**src/rtl/tl45_fetch.sv**
```systemverilog
// TL45 instruction fetch: a single-outstanding Wishbone B4 pipelined master that feeds
// the fetch->decode buffer. A one-entry skid holds a word acked during a decode stall.
module tl45_fetch #(
  parameter logic [31:0] RESET_PC = 32'h0000_0000
) (
  input  logic        i_clk,
  input  logic        i_reset,
  input  logic        i_pipe_stall,
  input  logic        i_pipe_flush,
  input  logic [31:0] i_flush_pc,
  output logic [31:0] o_buf_pc,
  output logic [31:0] o_buf_inst,
  output logic        o_fetch_err,
  output logic        o_wb_cyc,
  output logic        o_wb_stb,
  output logic [29:0] o_wb_addr,
  input  logic        i_wb_stall,
  input  logic        i_wb_ack,
  input  logic        i_wb_err,
  input  logic [31:0] i_wb_data
);

  typedef enum logic [1:0] {
    ST_ISSUE = 2'd0,
    ST_WAIT  = 2'd1,
    ST_HOLD  = 2'd2,
    ST_ERROR = 2'd3
  } state_t;

  state_t      state_r;
  state_t      state_nxt_s;
  logic [31:0] pc_r;
  logic [31:0] pc_nxt_s;
  logic        pend_valid_r;
  logic        pend_valid_nxt_s;
  logic [31:0] pend_pc_r;
  logic [31:0] pend_pc_nxt_s;
  logic [31:0] pend_inst_r;
  logic [31:0] pend_inst_nxt_s;
  logic [31:0] buf_pc_nxt_s;
  logic [31:0] buf_inst_nxt_s;
  logic        fetch_err_nxt_s;
  logic        wb_cyc_nxt_s;
  logic        wb_stb_nxt_s;
  logic        req_accept_s;

  assign req_accept_s = o_wb_stb && !i_wb_stall;
  assign o_wb_addr    = pc_r[31:2];

  // State register.
  always_ff @(posedge i_clk) begin
    if (i_reset) begin
      state_r <= ST_ISSUE;
    end else begin
      state_r <= state_nxt_s;
    end
  end

  // Next-state logic; an error ack outranks a data ack.
  always_comb begin
    state_nxt_s = state_r;
    if (i_pipe_flush) begin
      state_nxt_s = ST_ISSUE;
    end else begin
      case (state_r)
        ST_ISSUE: begin
          if (req_accept_s) state_nxt_s = ST_WAIT;
          else              state_nxt_s = ST_ISSUE;
        end
        ST_WAIT: begin
          if (i_wb_err)          state_nxt_s = ST_ERROR;
          else if (!i_wb_ack)    state_nxt_s = ST_WAIT;
          else if (i_pipe_stall) state_nxt_s = ST_HOLD;
          else                   state_nxt_s = ST_ISSUE;
        end
        ST_HOLD: begin
          if (i_pipe_stall) state_nxt_s = ST_HOLD;
          else              state_nxt_s = ST_ISSUE;
        end
        ST_ERROR: state_nxt_s = ST_ERROR;
        default:  state_nxt_s = ST_ISSUE;
      endcase
    end
  end

  // Output and datapath next values; a non-stalled cycle that loads nothing becomes a bubble.
  always_comb begin
    pc_nxt_s         = pc_r;
    pend_valid_nxt_s = pend_valid_r;
    pend_pc_nxt_s    = pend_pc_r;
    pend_inst_nxt_s  = pend_inst_r;
    fetch_err_nxt_s  = o_fetch_err;
    wb_cyc_nxt_s     = o_wb_cyc;
    wb_stb_nxt_s     = o_wb_stb;
    if (i_pipe_stall) begin
      buf_pc_nxt_s   = o_buf_pc;
      buf_inst_nxt_s = o_buf_inst;
    end else begin
      buf_pc_nxt_s   = 32'h0000_0000;
      buf_inst_nxt_s = 32'h0000_0000;
    end

    if (i_pipe_flush) begin
      pc_nxt_s         = i_flush_pc & 32'hFFFF_FFFC;
      buf_pc_nxt_s     = 32'h0000_0000;
      buf_inst_nxt_s   = 32'h0000_0000;
      pend_valid_nxt_s = 1'b0;
      fetch_err_nxt_s  = 1'b0;
      wb_cyc_nxt_s     = 1'b0;
      wb_stb_nxt_s     = 1'b0;
    end else begin
      case (state_r)
        ST_ISSUE: begin
          // The first ISSUE cycle raises the request; it drops once the slave takes it.
          if (!o_wb_stb) begin
            wb_cyc_nxt_s = 1'b1;
            wb_stb_nxt_s = 1'b1;
          end else if (!i_wb_stall) begin
            wb_stb_nxt_s = 1'b0;
          end else begin
            wb_stb_nxt_s = 1'b1;
          end
        end
        ST_WAIT: begin
          if (i_wb_err) begin
            wb_cyc_nxt_s    = 1'b0;
            fetch_err_nxt_s = 1'b1;
          end else if (i_wb_ack) begin
            wb_cyc_nxt_s = 1'b0;
            pc_nxt_s     = pc_r + 32'd4;
            if (i_pipe_stall) begin
              pend_valid_nxt_s = 1'b1;
              pend_pc_nxt_s    = pc_r;
              pend_inst_nxt_s  = i_wb_data;
            end else begin
              buf_pc_nxt_s   = pc_r;
              buf_inst_nxt_s = i_wb_data;
            end
          end else begin
            wb_cyc_nxt_s = 1'b1;
          end
        end
        ST_HOLD: begin
          if (!i_pipe_stall) begin
            buf_pc_nxt_s     = pend_pc_r;
            buf_inst_nxt_s   = pend_inst_r;
            pend_valid_nxt_s = 1'b0;
          end else begin
            pend_valid_nxt_s = pend_valid_r;
          end
        end
        ST_ERROR: begin
          wb_cyc_nxt_s = 1'b0;
          wb_stb_nxt_s = 1'b0;
        end
        default: begin
          wb_cyc_nxt_s = 1'b0;
          wb_stb_nxt_s = 1'b0;
        end
      endcase
    end
  end

  // Datapath and registered outputs.
  always_ff @(posedge i_clk) begin
    if (i_reset) begin
      pc_r         <= RESET_PC;
      pend_valid_r <= 1'b0;
      pend_pc_r    <= 32'h0000_0000;
      pend_inst_r  <= 32'h0000_0000;
      o_buf_pc     <= 32'h0000_0000;
      o_buf_inst   <= 32'h0000_0000;
      o_fetch_err  <= 1'b0;
      o_wb_cyc     <= 1'b0;
      o_wb_stb     <= 1'b0;
    end else begin
      pc_r         <= pc_nxt_s;
      pend_valid_r <= pend_valid_nxt_s;
      pend_pc_r    <= pend_pc_nxt_s;
      pend_inst_r  <= pend_inst_nxt_s;
      o_buf_pc     <= buf_pc_nxt_s;
      o_buf_inst   <= buf_inst_nxt_s;
      o_fetch_err  <= fetch_err_nxt_s;
      o_wb_cyc     <= wb_cyc_nxt_s;
      o_wb_stb     <= wb_stb_nxt_s;
    end
  end

endmodule

```
**config.mk**
```make
export PLATFORM = sky130hd
export DESIGN_NAME = tl45_fetch
export DESIGN_NICKNAME = d
export VERILOG_FILES = /design/src/rtl/tl45_fetch.sv
export SDC_FILE = /design/constraint.sdc
export NUM_CORES = 1
export LEC_CHECK = 0
export ABC_AREA = 1
export BUFFER_PORTS_ARGS = -buffer_cell sky130_fd_sc_hd__buf_2
export CORE_ASPECT_RATIO = 1.2
export CORE_MARGIN = 2
export CORE_UTILIZATION = 54
export CTS_BUF_LIST = sky130_fd_sc_hd__clkbuf_16
export CTS_CLUSTER_DIAMETER = 200
export DETAILED_ROUTE_END_ITERATION = 8
export HOLD_SLACK_MARGIN = 0.12
export PLACE_DENSITY = 0.8
export REMOVE_ABC_BUFFERS = 1
export SYNTH_ARGS = -nofsm -noshare
export SYNTH_HDL_FRONTEND = slang
export SYNTH_SLANG_ARGS = --single-unit
```
**constraint.sdc**
```tcl
create_clock -name i_clk -period 1.65 [get_ports i_clk]
set_input_delay 0.4125 -clock i_clk [delete_from_list [all_inputs] [get_ports i_clk]]
set_output_delay 0.4125 -clock i_clk [all_outputs]
set_load 0.01 [all_outputs]
```
**Word-level counts from Yosys, hierarchy flattened**

Cells that the tools add are included.

- Bitwise logic cells: 2
- Eq/ne operators: 5
- Multiplexer cells: 28
- Reduce and logical (&&, ||, !) cells: 13
- Add/subtract/negate cells: 1

Operators by type and width:

| operator | number |
|---|---|
| $mux 32 | 14 |
| $pmux 32 s2 | 2 |
| $add 32x3->32 const B | 1 |
| $pmux 2 s4 | 1 |
| $mux 1 | 6 |
| $mux 2 | 3 |
| $reduce_and 3->1 | 2 |
| $reduce_bool 2->1 | 3 |
| $reduce_and 5->1 | 1 |
| $eq 2x2->1 const B | 2 |
| $ne 2x2->1 const B | 2 |
| $reduce_and 2->1 | 2 |
| $pmux 1 s3 | 1 |
| $reduce_bool 3->1 | 1 |
| $eq 2x1->1 const B | 1 |
| $logic_not 2->1 | 1 |
| $not 1->1 | 2 |
| $pmux 1 s2 | 1 |
| $reduce_or 2->1 | 1 |
| $logic_and 1x1->1 | 1 |
| $logic_not 1->1 | 1 |

- Word-level logic and storage cells: 59
- Output and inout port bits: 97
- Input port bits: 71
- Register bits: 165

**Longest topological paths before layout**

Gate-level depths: netlist (run 1).

- Depth after elaboration: 5
- Mapped depth: 13
- Gate-level depth less buffers: 12

**Worst setup path before layout (run 1)**

No wires, ideal clock.

- Path kind: register to register
- Start: register pc_r[3]
- End: register pc_r[26]
- Path buffers: 0
- Cell stages (with the launch flop): 11
- Setup time: 0.132 ns
- Setup slack: 0.124 ns
- Clock period less this slack: 1.526 ns
- Required time: 1.518 ns
- Arrival: 1.394 ns
- Path through: dfxtp_1 > ha_1 > nand2_1 > nor2_4 > nand2_2 > nor2_4 > nand2_1 > nand2_1 > nand3_1 > nand2_1 > a21oi_1

- Word-level cells in the longest chain between the ends: 5

Ends and longest elaborated chain:

| element | RTL line | RTL |
|---|---|---|
| from (decl) | 32 | `logic [31:0] pc_r;` |
| from (signal assigned) | 177 | `pc_r <= pc_nxt_s;` |
| $add 32x3->32 | 130 | `pc_nxt_s = pc_r + 32'd4;` |
| $mux 32 | 128 | `end else if (i_wb_ack) begin` |
| $mux 32 | 125 | `if (i_wb_err) begin` |
| $mux 32 | 112 | `case (state_r)` |
| $mux 32 | 103 | `if (i_pipe_flush) begin` |

No other way between the ends. The select of a mux whose other input is x is not followed.
A chain may end at the register's enable or synchronous reset.

**Worst setup path after layout (run 1)**

- Start: register state_r[1]
- End: register pend_pc_r[4]

- Word-level cells in the longest chain between the ends: 2

Ends and longest elaborated chain:

| element | RTL line | RTL |
|---|---|---|
| from (decl) | 30 | `state_t state_r;` |
| from (signal assigned) | 55 | `state_r <= state_nxt_s;` |
| $eq 2x1->1 | 112 |  |
| $reduce_and 5->1 (no source line) | n/a |  |
| to (signal assigned) | 179 | `pend_pc_r <= pend_pc_nxt_s;` |
| to (decl) | 36 | `logic [31:0] pend_pc_r;` |

No other way between the ends.

==> impl_metrics.ini, run 1 <==
[sta]
maxSlewViolCount = 0
fin_crit_sh = 1.00
tightest_slew_ns = 0.318
fin_crit_ns = 1.66
relSlewSlack = 0.787
rsz0062_at_grt = true
setup_viol = 2
hold_violations = 0
fmax_ghz = 0.604
fin_ws_ns = -0.00563
finalClockSkew_ns = 0.00628
hold_slack_ns = 0.244

[route]
via_per_inst = 5.58
firstDrtPassIters = 6
drt_iter0_markers = 931
finalWirelength_um = 24600
drc_errors = 0
avgRoutedWirePerCell_um = 16.6
num_vias = 8254
drt.antenna.violating_nets = 0

[synthesis]
synth-main-ff-cell = dfxtp_1
synth_area_leaders = dfxtp_1, nand2_1, a21oi_1
synth_top_area_cell = dfxtp_1
synth_top_area_frac = 0.427
synth_cell_type_count = 32
synth_edf_count = 0
async_flop_share = 0
syn_avg_cell_area_um2 = 6.91
synth.yosys.seq_area_share = 0.427
synthCells = 1092
synthesis.area_mm2 = 0.00754
synth_common_cells = nand2_1, dfxtp_1, a21oi_1
ys_seq_elements = 161
ys_warn_count = 0
synth.most_common_cell = nand2_1

[place]
hpwlAfterDp_um = 14900
placedCellCount = 1424
portBuffers = 165
place_congestion = 0.937

[status]
outcome = finished with violations
violations = negative setup slack

[pwr]
switching_share = 0.255
power.switching_w = 0.00210
p_leak_nw = 4.25
peakVddDrop_mv = 0.729
p_int_w = 0.00614
clkPwrFrac = 0.410
total_power_w = 0.00824
pwr-share-seq = 0.486
power_density_mw_per_mm2 = 795
combPwrFrac = 0.104

[cts]
clock-sinks = 161
cts_tree = built
clock_path_buffers = 2
path_clk_slew_ns = 0.06
cts_buffers = 17
root_buffer = clkbuf_16
cts_max_level = 4
insertion_delay_ns = 0.43

[setup_path]
max_stage_delay_ns = 0.32
cp_cell_sequence = inv_2 -> ha_4 -> inv_2 -> nor2_4 -> buf_12 -> nand3_4 -> buf_12 -> buf_8 -> buf_6 -> o21ai_2 -> a21oi_1
start_kind = register
crit_type = reg2reg
crit_path_end_kind = register
worstPathArrival_ns = 1.97
cp_max_fo = 6
required_ns = 1.97
crit_buf_inv = 6
slowest_stage = dfxtp_2
crit_family = buffers and inverters

[cells_and_area]
num_antenna_cells = 0
stdcell_count = 1479
drive_gt1_frac = 0.304
nets = 1377
multi_input_area_mm2 = 0.00395
area_delta_synth_final_pct = 37.3
nFillCells = 1042
ff_latch_area_mm2 = 0.00323

[global_route]
grt-ovfl-total = 0
grtUsageTotal = 0.285
grt_max_degree = 48
grt_pass1_wl_um = 34800
first_global_vias = 7343
antenna_found_initial = 0

[die]
initial_core_util = 0.551
core-area_mm2 = 0.0137
die_y_um = 133
die_x_um = 112
die_area_mm2 = 0.0149
ioPinCount = 168
placementRows = 47

[flow_run]
cap_violations = 0

[min_path]
hold_path_class = in2reg
-- layout make-up --
type / count / share of cell area
clock inverters: 11 / 0.00531
inverters: 138 / 0.0512
flip-flops and latches: 161 / 0.312
clock buffers: 17 / 0.0411
multi-input cells: 726 / 0.381
well taps: 171 / 0.0207
repair buffers: 255 / 0.189
-- through the flow --
step | setup TNS (ns) | setup WS, ns | instance area [um2] | util
CTS | 0 | 0.00639 | 9590 | 0.700
global placement | -0.0781 | -0.0137 | 8960 | 0.654
floorplan | -111.65 | -1.03 | 7240 | -
detailed placement | -0.649 | -0.0731 | 8960 | 0.654
global route | -2.69 | -0.0963 | 10400 | 0.756
finish | -0.00594 | -0.00563 | 10400 | 0.756
-- metal layers --
metal,GRT usage,wire (um)
met1,0.350,9740
met3,0.0487,1780
met4,0.125,1000
met5,0,0
met2,0.493,12100
-- state kept, by name (all words and copies together) (netlist names), 2 cells and up --
register,cells
pc_r,30
pend_inst_r,32
o_buf_inst,32
state_r,2
o_buf_pc,32
pend_pc_r,30
-- power by group through the flow --
stage / registers (W) / logic, W / clock network [W]
6_report: 0.00400 / 0.000859 / 0.00338
3_5_place_dp: 0.00408 / 0.000712 / 0
3_3_place_gp: 0.00408 / 0.000703 / 0
4_1_cts: 0.00400 / 0.000725 / 0.00340
5_1_grt: 0.00401 / 0.000926 / 0.00355
2_1_floorplan: 0.00411 / 0.000291 / 0
-- worst reg2reg max path, delay by kind of cell (launching register included) --
kind	cells	cell delay, ns
buffers and inverters	6	0.70
flip-flops	1	0.32
AND/OR/NAND/NOR	2	0.24
AO/OA/AOI/OAI	2	0.16
adder cells (fa/ha/maj)	1	0.14
-- worst paths after layout --
path	end	from	depth (start not counted)	slack [ns]
setup / recovery	pend_pc_r[4]	state_r[1]	11	-0.006
setup reg to reg	pend_pc_r[4]	state_r[1]	11	-0.006
hold reg to reg	pend_pc_r[11]	pend_pc_r[11]	2	0.45
hold / removal	pc_r[3]	i_flush_pc[3]	3	0.24
-- cell usage in the layout (no fill, tap or decap), types with 12 or more instances in the layout --
master / netlist / layout
inv_1: 132 / 131
o21ai_1: 2 / 39
buf_12: 0 / 20
buf_2: 26 / 165
o22ai_1: 43 / 18
a21oi_2: 0 / 14
o21ai_0: 86 / 31
nand3_1: 68 / 67
buf_4: 2 / 53
o21ai_2: 0 / 17
nor2_1: 62 / 58
o22ai_2: 0 / 23
clkbuf_16: 0 / 25
dfxtp_1: 161 / 154
nand2_2: 7 / 12
a21oi_1: 142 / 128
nand2_1: 256 / 246
-- logic make-up (layout without fill, tap and decap cells) --
group | count (synthesis) | in the layout | share of synthesized area
flops | 161 | 161 | 0.427
compound gates | 292 | 292 | 0.207
buf+inv | 205 | 421 | 0.108
fa+ha+maj | 7 | 7 | 0.0116
simple gates | 427 | 427 | 0.246
-- repair_timing --
| action | 4_1_cts | 5_1_grt |
|---|---|---|
| pin swaps | 2 | 21 |
| hold buffers | 0 | 0 |
| cloned | 1 | 10 |
| resized for setup | 22 | 155 |
| endpoints found under the setup margin | 43 | 118 |
| setup buffers | 3 | 13 |
No activity file was read; power rests on OpenSTA's default activity.
==> run 2, diff against run 1 <==
--- a/config.mk
+++ b/config.mk
@@ -9,12 +9,13 @@
 export BUFFER_PORTS_ARGS = -buffer_cell sky130_fd_sc_hd__buf_2
 export CORE_ASPECT_RATIO = 1.2
 export CORE_MARGIN = 2
-export CORE_UTILIZATION = 54
+export CORE_UTILIZATION = 49
 export CTS_BUF_LIST = sky130_fd_sc_hd__clkbuf_16
 export CTS_CLUSTER_DIAMETER = 200
 export DETAILED_ROUTE_END_ITERATION = 8
 export HOLD_SLACK_MARGIN = 0.12
-export PLACE_DENSITY = 0.8
+export PLACE_DENSITY = 0.76
+export RECOVER_POWER = 100
 export REMOVE_ABC_BUFFERS = 1
 export SYNTH_ARGS = -nofsm -noshare
 export SYNTH_HDL_FRONTEND = slang
==> constraint.sdc (replaced) <==
create_clock -name i_clk -period 1.5 [get_ports i_clk]
set_input_delay 0.375 -clock i_clk [delete_from_list [all_inputs] [get_ports i_clk]]
set_output_delay 0.375 -clock i_clk [all_outputs]
set_load 0.01 [all_outputs]
==> impl_metrics.ini, run 2 (same netlist as run 1, synthesis figures left out) <==
[route]
finalWirelength_um = 26500
drc_errors = 0
drt_iter0_markers = 739
via_per_inst = 5.53
drt.antenna.violating_nets = 0
num_vias = 8522
firstDrtPassIters = 5
avgRoutedWirePerCell_um = 17.2

[cts]
insertion_delay_ns = 0.43
cts_tree = built
cts_hold_buf = 0
clock-sinks = 161
path_clk_slew_ns = 0.06
cts_max_level = 4
clock_path_buffers = 2
cts_buffers = 17
root_buffer = clkbuf_16

[cells_and_area]
area_delta_synth_final_pct = 42.1
top_regs = o_buf_inst x32, o_buf_pc x32, pend_inst_r x32
num_antenna_cells = 0
drive_gt1_frac = 0.320
nets = 1402
final_common_cell = nand2_1
layout_common_cells = nand2_1, buf_2, dfxtp_1

[sta]
setup_viol = 134
relSlewSlack = 0.770
fin_crit_sh = 1.10
rsz0062_at_grt = true
hold_violations = 0
finalSetupTns_ns = -7.08
finalClockSkew_ns = 0.00606
tightest_slew_ns = 0.345
fin_crit_ns = 1.65
fmax_ghz = 0.605
fin_ws_ns = -0.153
maxSlewViolCount = 0

[global_route]
grt_pass1_wl_um = 36800
antenna_found_initial = 0
grt_max_degree = 39
first_global_vias = 7552
grt-ovfl-total = 0
grtUsageTotal = 0.283

[setup_path]
cpMostUsedCell = inv_4
cp_max_fo = 24
crit_type = reg2reg
required_ns = 1.85
crit_path_end_kind = register
start_kind = register
max_stage_delay_ns = 0.36
cp_cell_sequence = buf_4 -> inv_4 -> ha_4 -> nand2_2 -> o21ai_2 -> inv_4 -> buf_12 -> nand2_1 -> a21oi_1
worstPathArrival_ns = 2.00
slowest_stage = dfxtp_4

[status]
violations = negative setup slack
outcome = finished with violations

[place]
hpwlAfterDp_um = 15300
place_congestion = 0.903
portBuffers = 165

[die]
die_x_um = 117
core-area_mm2 = 0.0150
ioPinCount = 168
die_area_mm2 = 0.0164
initial_core_util = 0.502
die_y_um = 140
placementRows = 49

[pwr]
power_density_mw_per_mm2 = 902
peakVddDrop_mv = 0.759
p_leak_nw = 4.47
total_power_w = 0.00966

[min_path]
hold_path_class = in2reg

[flow_run]
cap_violations = 0
==> run 2: cell types whose count changed in the layout (fill, tap and decap cells not counted), moves of 6 or more <==
cell        previous run  this run
clkinvlp_4             0         6
nor2_1                58        44
o22ai_1               18        41
buf_6                  5        12
nor2_2                 9        18
dfxtp_2                6        17
o21ai_1               39        32
dfxtp_1              154       142
o22ai_2               23         2
buf_4                 53        71
o21ai_0               31        43
==> run 2: timing repair <==
action | CTS | global route
gates resized for setup | 51 | 124
buffers inserted | 6 | 11
pin swaps | 4 | 25
setup endpoints to repair | 156 | 163
cloned | 4 | 13
==> run 2: worst max-delay path: cells and delay by family (launching register included) <==
kind	cells	cell delay [ns]
AO/OA/AOI/OAI	2	0.26
flip-flops	1	0.36
buffers and inverters	4	0.56
adder cells (fa/ha/maj)	1	0.20
AND/OR/NAND/NOR	2	0.15
==> run 2: final cells by class <==
type	count	area, um2
tap	204	255
timing repair buffer	280	2240
clock buffer	17	425
fill	1200	4300
clock inverter	15	145
sequential	161	3250
multi-input combinational	726	3860
inverter	138	538
==> run 2: metrics by stage <==
| stage | setup WS, ns | hold WS (ns) | util | instances | instance area (um2) |
|---|---|---|---|---|---|
| final | -0.153 | 0.196 | 0.714 | 1541 | 10700 |
| after detailed placement | -0.125 | 0.442 | 0.609 | 1476 | 9150 |
| after floorplan | -1.16 | 0.432 | - | 1025 | 7240 |
| after CTS | -0.0588 | 0.187 | 0.663 | 1518 | 9950 |
| after global routing | -0.196 | 0.200 | 0.714 | 1541 | 10700 |
| after global placement | -0.0853 | 0.437 | 0.609 | 1476 | 9150 |
==> run 2: final timing paths <==
path,cells after the start,slack (ns),startpoint,endpoint
setup / recovery,9,-0.15,state_r[0],o_buf_inst[10]
hold / removal,3,0.20,i_flush_pc[3],pc_r[3]
setup reg to reg,9,-0.15,state_r[0],o_buf_inst[10]
hold reg to reg,2,0.45,pend_inst_r[26],pend_inst_r[26]
==> run 2: report_power, final <==
part,internal (W),switching [W]
Clock,0.00244,0.00184
Combinational,0.000405,0.000573
Sequential,0.00434,0.0000701
Total,0.00718,0.00249
==> run 2: metal layers <==
layer | global-route usage | vias to the layer above | routed length, um
met4 | 0.113 | 0 | 1000
met1 | 0.347 | 4002 | 10500
met2 | 0.483 | 386 | 13200
li1 | - | 4047 | -
met3 | 0.0524 | 87 | 1870
met5 | 0 | - | 0
